**config.mk**
```make
export PLATFORM = sky130hd
export DESIGN_NAME = router_ctrl
export DESIGN_NICKNAME = d
export VERILOG_FILES = /design/src/rtl/router_pkg.sv /design/src/rtl/router_timeout.sv /design/src/rtl/router_ctrl.sv
export SDC_FILE = /design/constraint.sdc
export NUM_CORES = 1
export LEC_CHECK = 0
export CAP_MARGIN = 10
export CORE_MARGIN = 2
export CORE_UTILIZATION = 57
export DETAILED_ROUTE_END_ITERATION = 7
export DONT_BUFFER_PORTS = 1
export GPL_TIMING_DRIVEN = 0
export PLACE_DENSITY = 0.75
export SKIP_LAST_GASP = 1
export SYNTH_ARGS = -nofsm -noshare
export SYNTH_HDL_FRONTEND = slang
export SYNTH_HIERARCHICAL = 1
export SYNTH_SLANG_ARGS = --single-unit
```
**constraint.sdc**
```tcl
create_clock -name clock -period 1.65 [get_ports clock]
set_input_delay 0.2475 -clock clock [delete_from_list [all_inputs] [get_ports clock]]
set_output_delay 0.2475 -clock clock [all_outputs]
set_load 0.03 [all_outputs]
```
**src/rtl/router_pkg.sv**
```systemverilog
// Shared types and constants for the packet router control path.
// Latency: n/a (declarations only).
// Backpressure: n/a.
package router_pkg;

  localparam int         NUM_PORTS       = 3;
  localparam logic [1:0] ADDR_INVALID    = 2'b11;
  localparam int         DEFAULT_TIMEOUT = 30;
  localparam int         LEN_W           = 6;

  typedef enum logic [3:0] {
    DECODE_ADDRESS,
    WAIT_TILL_EMPTY,
    LOAD_FIRST_DATA,
    LOAD_DATA,
    FIFO_FULL_STATE,
    LOAD_AFTER_FULL,
    LOAD_PARITY,
    CHECK_PARITY_ERROR,
    DROP
  } state_t;

  // One-hot port select; the invalid address maps to no port at all.
  function automatic logic [NUM_PORTS-1:0] port_onehot(input logic [1:0] addr);
    logic [NUM_PORTS-1:0] sel;
    sel = '0;
    case (addr)
      2'd0:    sel = 3'b001;
      2'd1:    sel = 3'b010;
      2'd2:    sel = 3'b100;
      default: sel = '0;
    endcase
    return sel;
  endfunction

endpackage

```
**src/rtl/router_timeout.sv**
```systemverilog
// Per-port stale-data timer: pulses o_soft_reset when a FIFO holds unread data too long.
// Latency: pulse registered on the TIMEOUT-th consecutive unread-valid edge.
// Backpressure: none; any read or an empty FIFO restarts the count.
module router_timeout #(
  parameter int TIMEOUT = 30
) (
  input  logic clock,
  input  logic resetn,
  input  logic i_fifo_empty,
  input  logic i_read_enb,
  output logic o_soft_reset
);

  localparam int CNT_W = $clog2(TIMEOUT + 1);

  logic [CNT_W-1:0] r_cnt;
  logic             r_soft_reset;

  // Count unread-valid cycles; fire a single-cycle flush on reaching TIMEOUT.
  always_ff @(posedge clock or negedge resetn) begin
    if (!resetn) begin
      r_cnt        <= '0;
      r_soft_reset <= 1'b0;
    end else if (i_fifo_empty || i_read_enb) begin
      r_cnt        <= '0;
      r_soft_reset <= 1'b0;
    end else if (r_cnt == CNT_W'(TIMEOUT - 1)) begin
      r_cnt        <= '0;
      r_soft_reset <= 1'b1;
    end else begin
      r_cnt        <= r_cnt + CNT_W'(1);
      r_soft_reset <= 1'b0;
    end
  end

  assign o_soft_reset = r_soft_reset;

endmodule

```
**src/rtl/router_ctrl.sv**
```systemverilog
// Router control FSM: decodes the header, steers bytes into one of three FIFOs, checks length.
// Latency: header written one cycle after decode; payload written in the cycle it is presented.
// Backpressure: busy holds the sender on header, FIFO-full, parity and check cycles.
module router_ctrl
  import router_pkg::*;
#(
  parameter int TIMEOUT = DEFAULT_TIMEOUT
) (
  input  logic       clock,
  input  logic       resetn,
  input  logic       pkt_valid,
  input  logic [7:0] data_in,
  input  logic       fifo_full_0,
  input  logic       fifo_full_1,
  input  logic       fifo_full_2,
  input  logic       fifo_empty_0,
  input  logic       fifo_empty_1,
  input  logic       fifo_empty_2,
  input  logic       read_enb_0,
  input  logic       read_enb_1,
  input  logic       read_enb_2,
  output logic [2:0] write_enb,
  output logic       detect_add,
  output logic       lfd_state,
  output logic       ld_state,
  output logic       laf_state,
  output logic       full_state,
  output logic       rst_int_reg,
  output logic       busy,
  output logic       soft_reset_0,
  output logic       soft_reset_1,
  output logic       soft_reset_2,
  output logic       err
);

  state_t             r_state;
  state_t             w_next;
  logic [1:0]         r_addr;
  logic [LEN_W-1:0]   r_len;
  logic [LEN_W-1:0]   r_payload_cnt;
  logic               r_drop_err;

  // Padded to four entries so a 2-bit address indexes them exactly.
  logic [3:0]         w_full4;
  logic [3:0]         w_empty4;
  logic [3:0]         w_srst4;
  logic [2:0]         w_empty;
  logic [2:0]         w_rd;
  logic [2:0]         w_srst;
  logic               w_full_sel;
  logic               w_empty_sel;
  logic               w_srst_sel;
  logic               w_write;
  logic               w_cnt_clr;
  logic               w_cnt_inc;
  logic               w_latch;
  logic               w_len_err;

  assign w_empty  = {fifo_empty_2, fifo_empty_1, fifo_empty_0};
  assign w_rd     = {read_enb_2, read_enb_1, read_enb_0};
  assign w_full4  = {1'b0, fifo_full_2, fifo_full_1, fifo_full_0};
  assign w_empty4 = {1'b0, w_empty};
  assign w_srst4  = {1'b0, w_srst};

  assign w_full_sel  = w_full4[r_addr];
  assign w_empty_sel = w_empty4[r_addr];
  assign w_srst_sel  = w_srst4[r_addr];

  for (genvar g = 0; g < NUM_PORTS; g++) begin : g_timer
    router_timeout #(.TIMEOUT(TIMEOUT)) u_timeout (
      .clock        (clock),
      .resetn       (resetn),
      .i_fifo_empty (w_empty[g]),
      .i_read_enb   (w_rd[g]),
      .o_soft_reset (w_srst[g])
    );
  end

  assign soft_reset_0 = w_srst[0];
  assign soft_reset_1 = w_srst[1];
  assign soft_reset_2 = w_srst[2];

  // State register plus the header fields captured at decode.
  always_ff @(posedge clock or negedge resetn) begin
    if (!resetn) begin
      r_state <= DECODE_ADDRESS;
      r_addr  <= 2'd0;
      r_len   <= '0;
    end else begin
      r_state <= w_next;
      if (w_latch) begin
        r_addr <= data_in[1:0];
        r_len  <= data_in[7:2];
      end
    end
  end

  // Payload byte counter; saturates rather than wrapping on oversize packets.
  always_ff @(posedge clock or negedge resetn) begin
    if (!resetn) begin
      r_payload_cnt <= '0;
    end else if (w_cnt_clr) begin
      r_payload_cnt <= '0;
    end else if (w_cnt_inc && (r_payload_cnt != '1)) begin
      r_payload_cnt <= r_payload_cnt + LEN_W'(1);
    end
  end

  // Registered so the invalid-address error shows as a state-driven pulse in the first DROP cycle.
  always_ff @(posedge clock or negedge resetn) begin
    if (!resetn) begin
      r_drop_err <= 1'b0;
    end else begin
      r_drop_err <= (r_state == DECODE_ADDRESS) && pkt_valid && (data_in[1:0] == ADDR_INVALID);
    end
  end

  // Next-state and Moore-style outputs; a port flush aborts any in-flight packet to that port.
  always_comb begin
    w_next      = r_state;
    w_write     = 1'b0;
    w_cnt_clr   = 1'b0;
    w_cnt_inc   = 1'b0;
    w_latch     = 1'b0;
    w_len_err   = 1'b0;
    detect_add  = 1'b0;
    lfd_state   = 1'b0;
    ld_state    = 1'b0;
    laf_state   = 1'b0;
    full_state  = 1'b0;
    rst_int_reg = 1'b0;
    busy        = 1'b0;
    case (r_state)
      DECODE_ADDRESS: begin
        detect_add = 1'b1;
        if (pkt_valid) begin
          if (data_in[1:0] == ADDR_INVALID) begin
            w_next = DROP;
          end else begin
            w_latch = 1'b1;
            w_next  = w_empty4[data_in[1:0]] ? LOAD_FIRST_DATA : WAIT_TILL_EMPTY;
          end
        end
      end
      WAIT_TILL_EMPTY: begin
        busy = 1'b1;
        if (w_empty_sel) w_next = LOAD_FIRST_DATA;
      end
      LOAD_FIRST_DATA: begin
        busy      = 1'b1;
        lfd_state = 1'b1;
        w_write   = 1'b1;
        w_cnt_clr = 1'b1;
        w_next    = LOAD_DATA;
      end
      LOAD_DATA: begin
        ld_state = 1'b1;
        if (w_full_sel) begin
          w_next = FIFO_FULL_STATE;
        end else if (pkt_valid) begin
          w_write   = 1'b1;
          w_cnt_inc = 1'b1;
        end else begin
          w_next = LOAD_PARITY;
        end
      end
      FIFO_FULL_STATE: begin
        busy       = 1'b1;
        full_state = 1'b1;
        if (!w_full_sel) w_next = LOAD_AFTER_FULL;
      end
      LOAD_AFTER_FULL: begin
        busy      = 1'b1;
        laf_state = 1'b1;
        w_write   = 1'b1;
        if (pkt_valid) begin
          w_cnt_inc = 1'b1;
          w_next    = LOAD_DATA;
        end else begin
          w_next = CHECK_PARITY_ERROR;
        end
      end
      LOAD_PARITY: begin
        busy    = 1'b1;
        w_write = 1'b1;
        w_next  = CHECK_PARITY_ERROR;
      end
      CHECK_PARITY_ERROR: begin
        busy        = 1'b1;
        rst_int_reg = 1'b1;
        w_len_err   = (r_payload_cnt != r_len);
        w_next      = w_full_sel ? FIFO_FULL_STATE : DECODE_ADDRESS;
      end
      DROP: begin
        if (!pkt_valid) w_next = DECODE_ADDRESS;
      end
      default: begin
        w_next = DECODE_ADDRESS;
      end
    endcase
    if (w_srst_sel && (r_state != DECODE_ADDRESS) && (r_state != DROP)) begin
      w_next = DECODE_ADDRESS;
    end
  end

  assign write_enb = w_write ? port_onehot(r_addr) : 3'b000;
  assign err       = w_len_err | r_drop_err;

endmodule

```
==> impl_metrics.py, run 1 <==
metrics = {
    "sta": {
        "setup_viol": 22,
        "tightest_slew_ns": 0.498,
        "clock.fmax_ghz": 0.461,
        "final.period_utilization_pct": 132,
        "setup_slack_ns": -0.520,
        "fin_skew_ns": 0.00996,
        "finalHoldViolCount": 0,
        "slew_headroom_pct": 66.6,
        "rsz0062_at_grt": "true",
        "drv_slew": 0,
        "fin_tns_setup_ns": -5.27,
        "fin_crit_ns": 2.17,
    },
    "job": {
        "max_cap_violations": 0,
    },
    "placement": {
        "gp_congestion": 0.896,
        "io_buffers": 0,
        "hpwl_um": 3430,
        "place_area_um2": 2270,
    },
    "die": {
        "die_area_um2": 4210,
        "core_region_area_um2": 3610,
        "io_pins": 34,
        "die_w_um": 64.9,
        "die_y_um": 64.9,
        "fp-row-count": 22,
        "start_util_pct": 58.5,
    },
    "grt": {
        "grt_start_max_net_pins": 38,
        "grt_pass1_wl_um": 8360,
        "busiest_layer": "met2",
        "antenna_found_initial": 0,
        "grt_overflow": 0,
        "grt.met3_usage_pct": 9.55,
        "grt.met2_usage_pct": 45.4,
        "grt_pass1_vias": 1788,
        "grtUsageMet1_pct": 29.8,
        "grtUsageTotal_pct": 26.7,
    },
    "clock_network": {
        "clk_pin_slew_worst_paths_ns": 0.07,
        "cts_max_level": 2,
        "cts_max_path_buffers": 2,
        "cts_tree": "built",
        "insertion_delay_ns": 0.30,
        "cts_buffers": 5,
        "cts.sink_count": 37,
        "root_buffer": "clkbuf_8",
    },
    "detailed_routing": {
        "wl_per_cell_um": 18.3,
        "vias": 1709,
        "ant_nets": 0,
        "post-route-drc-count": 0,
        "routed_wl_um": 5200,
        "viasPerCell": 6.00,
        "drt_first_pass_iters": 4,
        "drt-initial-drc-count": 161,
    },
    "worst_setup_path": {
        "required_ns": 1.40,
        "critPathMaxFanout": 3,
        "crit_arrival_ns": 1.92,
        "crit_type": "reg2out",
        "r2r-start": "r_state[1]$_DFFE_PN0P_",
        "r2r_slack_ns": -0.36,
        "r2r_end": "r_len[5]$_DFFE_PN0P_",
        "cp-end-kind": "output pin",
        "startpoint_type": "register",
        "ff2ff_path_depth": 6,
    },
    "min_path": {
        "hold_class": "in2reg",
        "worstHoldEndpoint": "g_timer[0].u_timeout/o_soft_reset$_DFF_PN0_",
        "min_path_cells": 1,
        "min_from": "fifo_empty_0",
    },
    "cells_and_area": {
        "diodes": 0,
        "nNetsFinal": 263,
        "syn2layout_area_growth_pct": 28.8,
        "drive_gt1_share_pct": 34.2,
        "postLayoutCellArea_um2": 2720,
        "fill_cells": 244,
    },
    "synth": {
        "synthArstFlopShare_pct": 100,
        "synth_edf_count": 0,
        "synth_seq_cells": 37,
        "yosysTopAreaCellShare_pct": 43.9,
        "synth_largest_area_cell": "dfrtp_1",
        "yosysMostFrequentCell": "dfrtp_1",
        "seq_area_frac_synth_pct": 43.9,
        "syn_inst": 209,
        "netlist_area_um2": 2110,
        "synth_common_cells": "37 x dfrtp_1, 29 x nor2_1, 18 x nand2_1",
        "synth-warning-count": 6,
        "yosys_most_used_dff": "dfrtp_1",
        "yosysUniqueCellTypes": 48,
        "postSynthAreaPerCell_um2": 10.1,
        "syn-num-nets": 236,
        "synth.area.top_cells": "dfrtp_1 44%, nor2_1 5.2%, xor2_1 4.6%",
    },
    "outcome": {
        "status": "complete, but fails checks",
        "violations": "setup timing",
    },
    "power": {
        "peakVddDrop_v": 0.000705,
        "power.leakage_uw": 0.00121,
        "power.density_nw_per_um2": 1650,
    },
}
worst max-delay path: stages (launching register included):
cell and delay (ns):
dfrtp_1 0.34, buf_6 0.12, mux2i_4 0.26, o21ai_4 0.08, o31ai_2 0.20, a22oi_2 0.16
nor4b_4 0.48
how the worst max path moves through the flow:
stage,startpoint,to,slack (ns),cells past startpoint
6_report,r_addr[1]$_DFFE_PN0P_,write_enb[1],-0.52,6
5_1_grt,r_addr[1]$_DFFE_PN0P_,write_enb[1],-0.62,6
4_1_cts,r_addr[1]$_DFFE_PN0P_,write_enb[1],-0.53,6
3_5_place_dp,r_addr[1]$_DFFE_PN0P_,write_enb[1],-0.42,6
3_3_place_gp,r_addr[1]$_DFFE_PN0P_,write_enb[1],-0.40,6
2_1_floorplan,r_addr[1]$_DFFE_PN0P_,write_enb[1],-0.30,6
final cells by class:
type	count	area, um2	share of cell area [%]
clock buffer	6	82.6	3.04
tap	48	60.1	2.21
clock inverter	2	37.5	1.38
multi-input combinational	157	1330	48.7
timing repair buffer	20	189	6.95
buffer	6	57.6	2.12
inverter	9	38.8	1.43
sequential	37	928	34.1
per-stage QoR:
| stage | power [uW] | instances | utilization (%) | hold slack (ns) | worst slack (ns) |
|---|---|---|---|---|---|
| 6_report | 4480 | 285 | 75.4 | 0.0218 | -0.520 |
| 4_1_cts | 4050 | 275 | 70.2 | 0.0109 | -0.525 |
| 3_5_place_dp | 3000 | 257 | 62.9 | -0.0473 | -0.416 |
| 5_1_grt | 4700 | 285 | 75.4 | 0.0141 | -0.623 |
| 2_1_floorplan | 2740 | 209 | - | -0.0481 | -0.303 |
| 3_3_place_gp | 2950 | 257 | 62.9 | -0.0473 | -0.401 |
layer usage:
layer	part of all wire (%)	wire length (um)
met2	51	2680
met4	2.2	115
met3	6.8	354
met5	0	0
met1	39	2050
cells in the final DEF, fill, tap and decap left out, types with 4 or more instances in the layout:
cell type and instances:
mux2_4 7, buf_6 7, xor2_1 11, dfrtp_1 35, xnor2_1 8, a21oi_1 5
mux2i_1 4, inv_1 6, nand4_1 4, nand3_1 9, nand2_1 16, nor3_1 5
clkbuf_8 6, ha_1 7, nor2_1 26, buf_4 14
registers in the layout, indices dropped and copies added (netlist names):
register	flops
g_timer.u_timeout/o_soft_reset	3
r_len	6
g_timer.u_timeout/r_cnt	15
r_payload_cnt	6
r_addr	2
r_drop_err	1
r_state	4
repair_timing:
| action | in CTS | in global routing |
|---|---|---|
| hold buffers | 2 | 0 |
| hold endpoints to repair | 37 | 0 |
| setup endpoints to repair | 23 | 28 |
| pin swaps | 14 | 15 |
| buffers inserted | 8 | 10 |
| resized for setup | 17 | 26 |
where the power goes:
part	internal, uW	switching (uW)	leakage (uW)	total (uW)
Sequential	1080	171	0.000488	1250
Clock	491	332	0.0000574	823
Combinational	1090	1320	0.000662	2410
Total	2660	1830	0.00121	4480
cell families (layout without fill, tap and decap cells):
| family | after synthesis | count (layout) | share of synthesized area, % |
|---|---|---|---|
| buffers and inverters | 15 | 43 | 3.44 |
| adders and majority gates | 7 | 7 | 4.15 |
| xor gates and xnor gates | 19 | 19 | 7.88 |
| and+or+nand+nor | 86 | 86 | 20.6 |
| DFF | 37 | 37 | 43.9 |
| muxes | 14 | 14 | 7.71 |
| AOI/OAI and AO/OA | 31 | 31 | 12.3 |
Note: power is estimated with default switching activity, not from simulation.
==> run 2: changes to the inputs <==
ABC_AREA = 1   (was not set)
clock period = 1.9 ns   (was 1.65 ns; I/O delays follow)
==> run 2 against run 1 <==
The flow still finishes with violations (setup timing). Power fell by 18%. Flip-flop and latch count did not move. Via count rose by 16%. Final area rose by 2.5%. Register-to-register slack improved by 0.50 ns. First-iteration DRC count fell by 9.3%. Non-clock buffer count fell by 9. Combinational power fell by 23%. Die area rose by 12%. Final cell count rose by 32%. Critical path type unchanged. Critical endpoint is now busy. Largest cell class unchanged.
==> impl_metrics.py, run 2 <==
metrics = {
    "min_path": {
        "min_from": "read_enb_1",
        "hold_class": "in2reg",
        "min_path_cells": 1,
        "worstHoldEndpoint": "g_timer[1].u_timeout/o_soft_reset$_DFF_PN0_",
    },
    "worst_setup_path": {
        "ff2ff_path_depth": 10,
        "crit_arrival_ns": 1.68,
        "critPathMaxFanout": 4,
        "cp-end-kind": "output pin",
        "r2r-start": "r_state[1]$_DFFE_PN0P_",
        "crit_type": "reg2out",
        "r2r_end": "r_state[1]$_DFFE_PN0P_",
        "r2r_slack_ns": 0.14,
        "startpoint_type": "register",
        "required_ns": 1.62,
    },
    "clock_network": {
        "cts_tree": "built",
        "cts_buffers": 5,
        "insertion_delay_ns": 0.29,
        "cts_max_level": 2,
        "root_buffer": "clkbuf_8",
        "cts.sink_count": 37,
        "cts_max_path_buffers": 2,
        "clk_pin_slew_worst_paths_ns": 0.07,
    },
    "grt": {
        "grt_pass1_wl_um": 7960,
        "grt_pass1_vias": 1844,
        "grt_overflow": 0,
        "grtUsageTotal_pct": 22.9,
        "grt_start_max_net_pins": 38,
        "antenna_found_initial": 0,
    },
    "cells_and_area": {
        "final_core_util_pct": 69.7,
        "diodes": 0,
        "layout_commonest_cell": "nand2_1",
        "largest_reg_flops": 15,
        "layout_common_cells": "70 x nand2_1, 43 x inv_1, 33 x dfrtp_1, 25 x nand3_1, 19 x nor2_1",
        "drive_gt1_share_pct": 28.2,
        "syn2layout_area_growth_pct": 17.0,
        "nNetsFinal": 352,
        "fin_cells": 376,
        "reg_top3": "g_timer.u_timeout/r_cnt (15), r_len (6), r_payload_cnt (6)",
        "regMostFlops": "g_timer.u_timeout/r_cnt",
    },
    "sta": {
        "fin_crit_ns": 1.96,
        "clock.fmax_ghz": 0.510,
        "setup_viol": 1,
        "finalHoldViolCount": 0,
        "tightest_slew_ns": 0.651,
        "rsz0062_at_grt": "true",
        "setup_slack_ns": -0.0609,
        "drv_slew": 0,
        "fin_skew_ns": 0.00679,
        "final.period_utilization_pct": 103,
        "slew_headroom_pct": 56.8,
    },
    "die": {
        "core_region_area_um2": 4000,
        "fp-row-count": 23,
        "io_pins": 34,
        "die_w_um": 68.6,
        "die_y_um": 68.6,
        "die_area_um2": 4710,
        "start_util_pct": 59.5,
    },
    "placement": {
        "hpwl_um": 3460,
        "io_buffers": 0,
        "dp_cells": 352,
        "gp_congestion": 0.821,
    },
    "power": {
        "switching_power_uw": 1650,
        "peakVddDrop_v": 0.000611,
        "power.density_nw_per_um2": 1320,
        "switching_share_pct": 44.9,
        "internal_power_uw": 2020,
        "p_seq_share_pct": 30.0,
        "power.leakage_uw": 0.00145,
        "pwr-share-comb_pct": 50.5,
        "clkPwrFrac_pct": 19.6,
    },
    "detailed_routing": {
        "ant_nets": 0,
        "m1WireLength_um": 2110,
        "route.met2.wl_um": 2480,
        "viasPerCell": 5.26,
        "post-route-drc-count": 0,
        "wl_per_cell_um": 13.3,
        "wl_met3_um": 304,
        "drt_first_pass_iters": 4,
        "routed.top_layer": "met4",
        "drt-initial-drc-count": 146,
        "routed_wl_um": 4990,
        "vias": 1977,
    },
    "synth": {
        "postSynthAreaPerCell_um2": 7.88,
        "yosys_most_used_dff": "dfrtp_1",
        "yosysTopAreaCellShare_pct": 38.9,
        "synth-warning-count": 6,
        "yosysMostFrequentCell": "nand2_1",
        "synthArstFlopShare_pct": 100,
        "synth.area.top_cells": "dfrtp_1 39%, nand2_1 11%, inv_1 6.9%",
        "syn_inst": 302,
        "yosysUniqueCellTypes": 31,
        "syn-num-nets": 329,
        "synth_common_cells": "70 x nand2_1, 44 x inv_1, 37 x dfrtp_1",
        "synth_edf_count": 0,
        "synth_seq_cells": 37,
        "synth_largest_area_cell": "dfrtp_1",
        "netlist_area_um2": 2380,
        "seq_area_frac_synth_pct": 38.9,
    },
    "outcome": {
        "status": "complete, but fails checks",
        "violations": "setup timing",
    },
    "job": {
        "max_cap_violations": 0,
    },
}
-- run 2: cell types whose count changed after synthesis, sizes merged, moves of 5 or more --
cell / before / now
nand3: 10 / 31
inv: 9 / 49
xor2: 11 / 3
nor2: 29 / 42
mux2: 8 / 1
o21ai: 4 / 13
buf: 6 / 1
nand2: 18 / 87
mux2i: 6 / 0
-- run 2: worst max-delay path, cell delays in order, from the launching register on --
cell and delay (ns):
dfrtp_2 0.41, buf_4 0.14, nor2_4 0.04, inv_1 0.14, nand2_1 0.12, a21oi_1 0.53
-- run 2: what timing repair did --
action,in CTS,in global routing
hold buffers,2,0
pin swaps,5,2
hold endpoints to repair,37,0
buffers inserted,11,3
setup endpoints to repair,5,6
resized for setup,18,7
-- run 2: layout make-up --
type                            instances  area, um2
Inverter                               51        199
Tap cell                               50       62.6
Multi-Input combinational cell        213       1330
Clock inverter                          2       37.5
Timing Repair Buffer                   16        135
Buffer                                  1       11.3
Fill cell                             333       1210
Sequential cell                        37        931
Clock buffer                            6       82.6
-- run 2: worst max path at each step --
stage | depth (start not counted) | to | startpoint
floorplan | 7 | write_enb[0] | r_state[3]$_DFFE_PN0P_
global placement | 7 | write_enb[1] | r_state[3]$_DFFE_PN0P_
detailed placement | 7 | write_enb[0] | r_state[3]$_DFFE_PN0P_
CTS | 5 | busy | r_state[1]$_DFFE_PN0P_
global route | 5 | busy | r_state[0]$_DFFE_PN0P_
finish | 5 | busy | r_state[0]$_DFFE_PN0P_
-- run 2: logic make-up (layout without fill, tap and decap cells) --
kind of cell | Yosys count | in the layout | share of synthesized area (%)
AOI/OAI and AO/OA | 26 | 26 | 6.41
DFF | 37 | 37 | 38.9
and+or+nand+nor | 172 | 172 | 39.4
muxes | 1 | 1 | 0.473
buffers and inverters | 52 | 76 | 8.57
xor gates and xnor gates | 7 | 7 | 2.57
adders and majority gates | 7 | 7 | 3.68
-- run 2: metal layers --
metal | GRT usage [%] | vias up
li1 | - | 997
met1 | 27.9 | 919
met2 | 37.7 | 51
met3 | 6.33 | 10
met4 | 10.3 | 0
met5 | 0 | -
-- run 2: through the flow --
stage               total power, uW  setup slack (ns)  instance area [um2]  hold WS (ns)  setup TNS (ns)
floorplan                      2260             0.148                 2380       -0.0106               0
global placement               2470           -0.0362                 2440      -0.00955          -0.105
global route                   3930            -0.114                 2790        0.0340          -0.114
detailed placement             2490           -0.0468                 2440      -0.00952          -0.131
CTS                            3570           -0.0353                 2740        0.0352         -0.0353
finish                         3680           -0.0609                 2790        0.0427         -0.0609
-- run 2: power by group through the flow --
stage	clock network, uW	logic [uW]	registers, uW
after detailed placement	0	1370	1120
after global routing	763	2040	1130
final	719	1860	1100
after floorplan	0	1170	1090
after CTS	739	1730	1100
after global placement	0	1350	1120
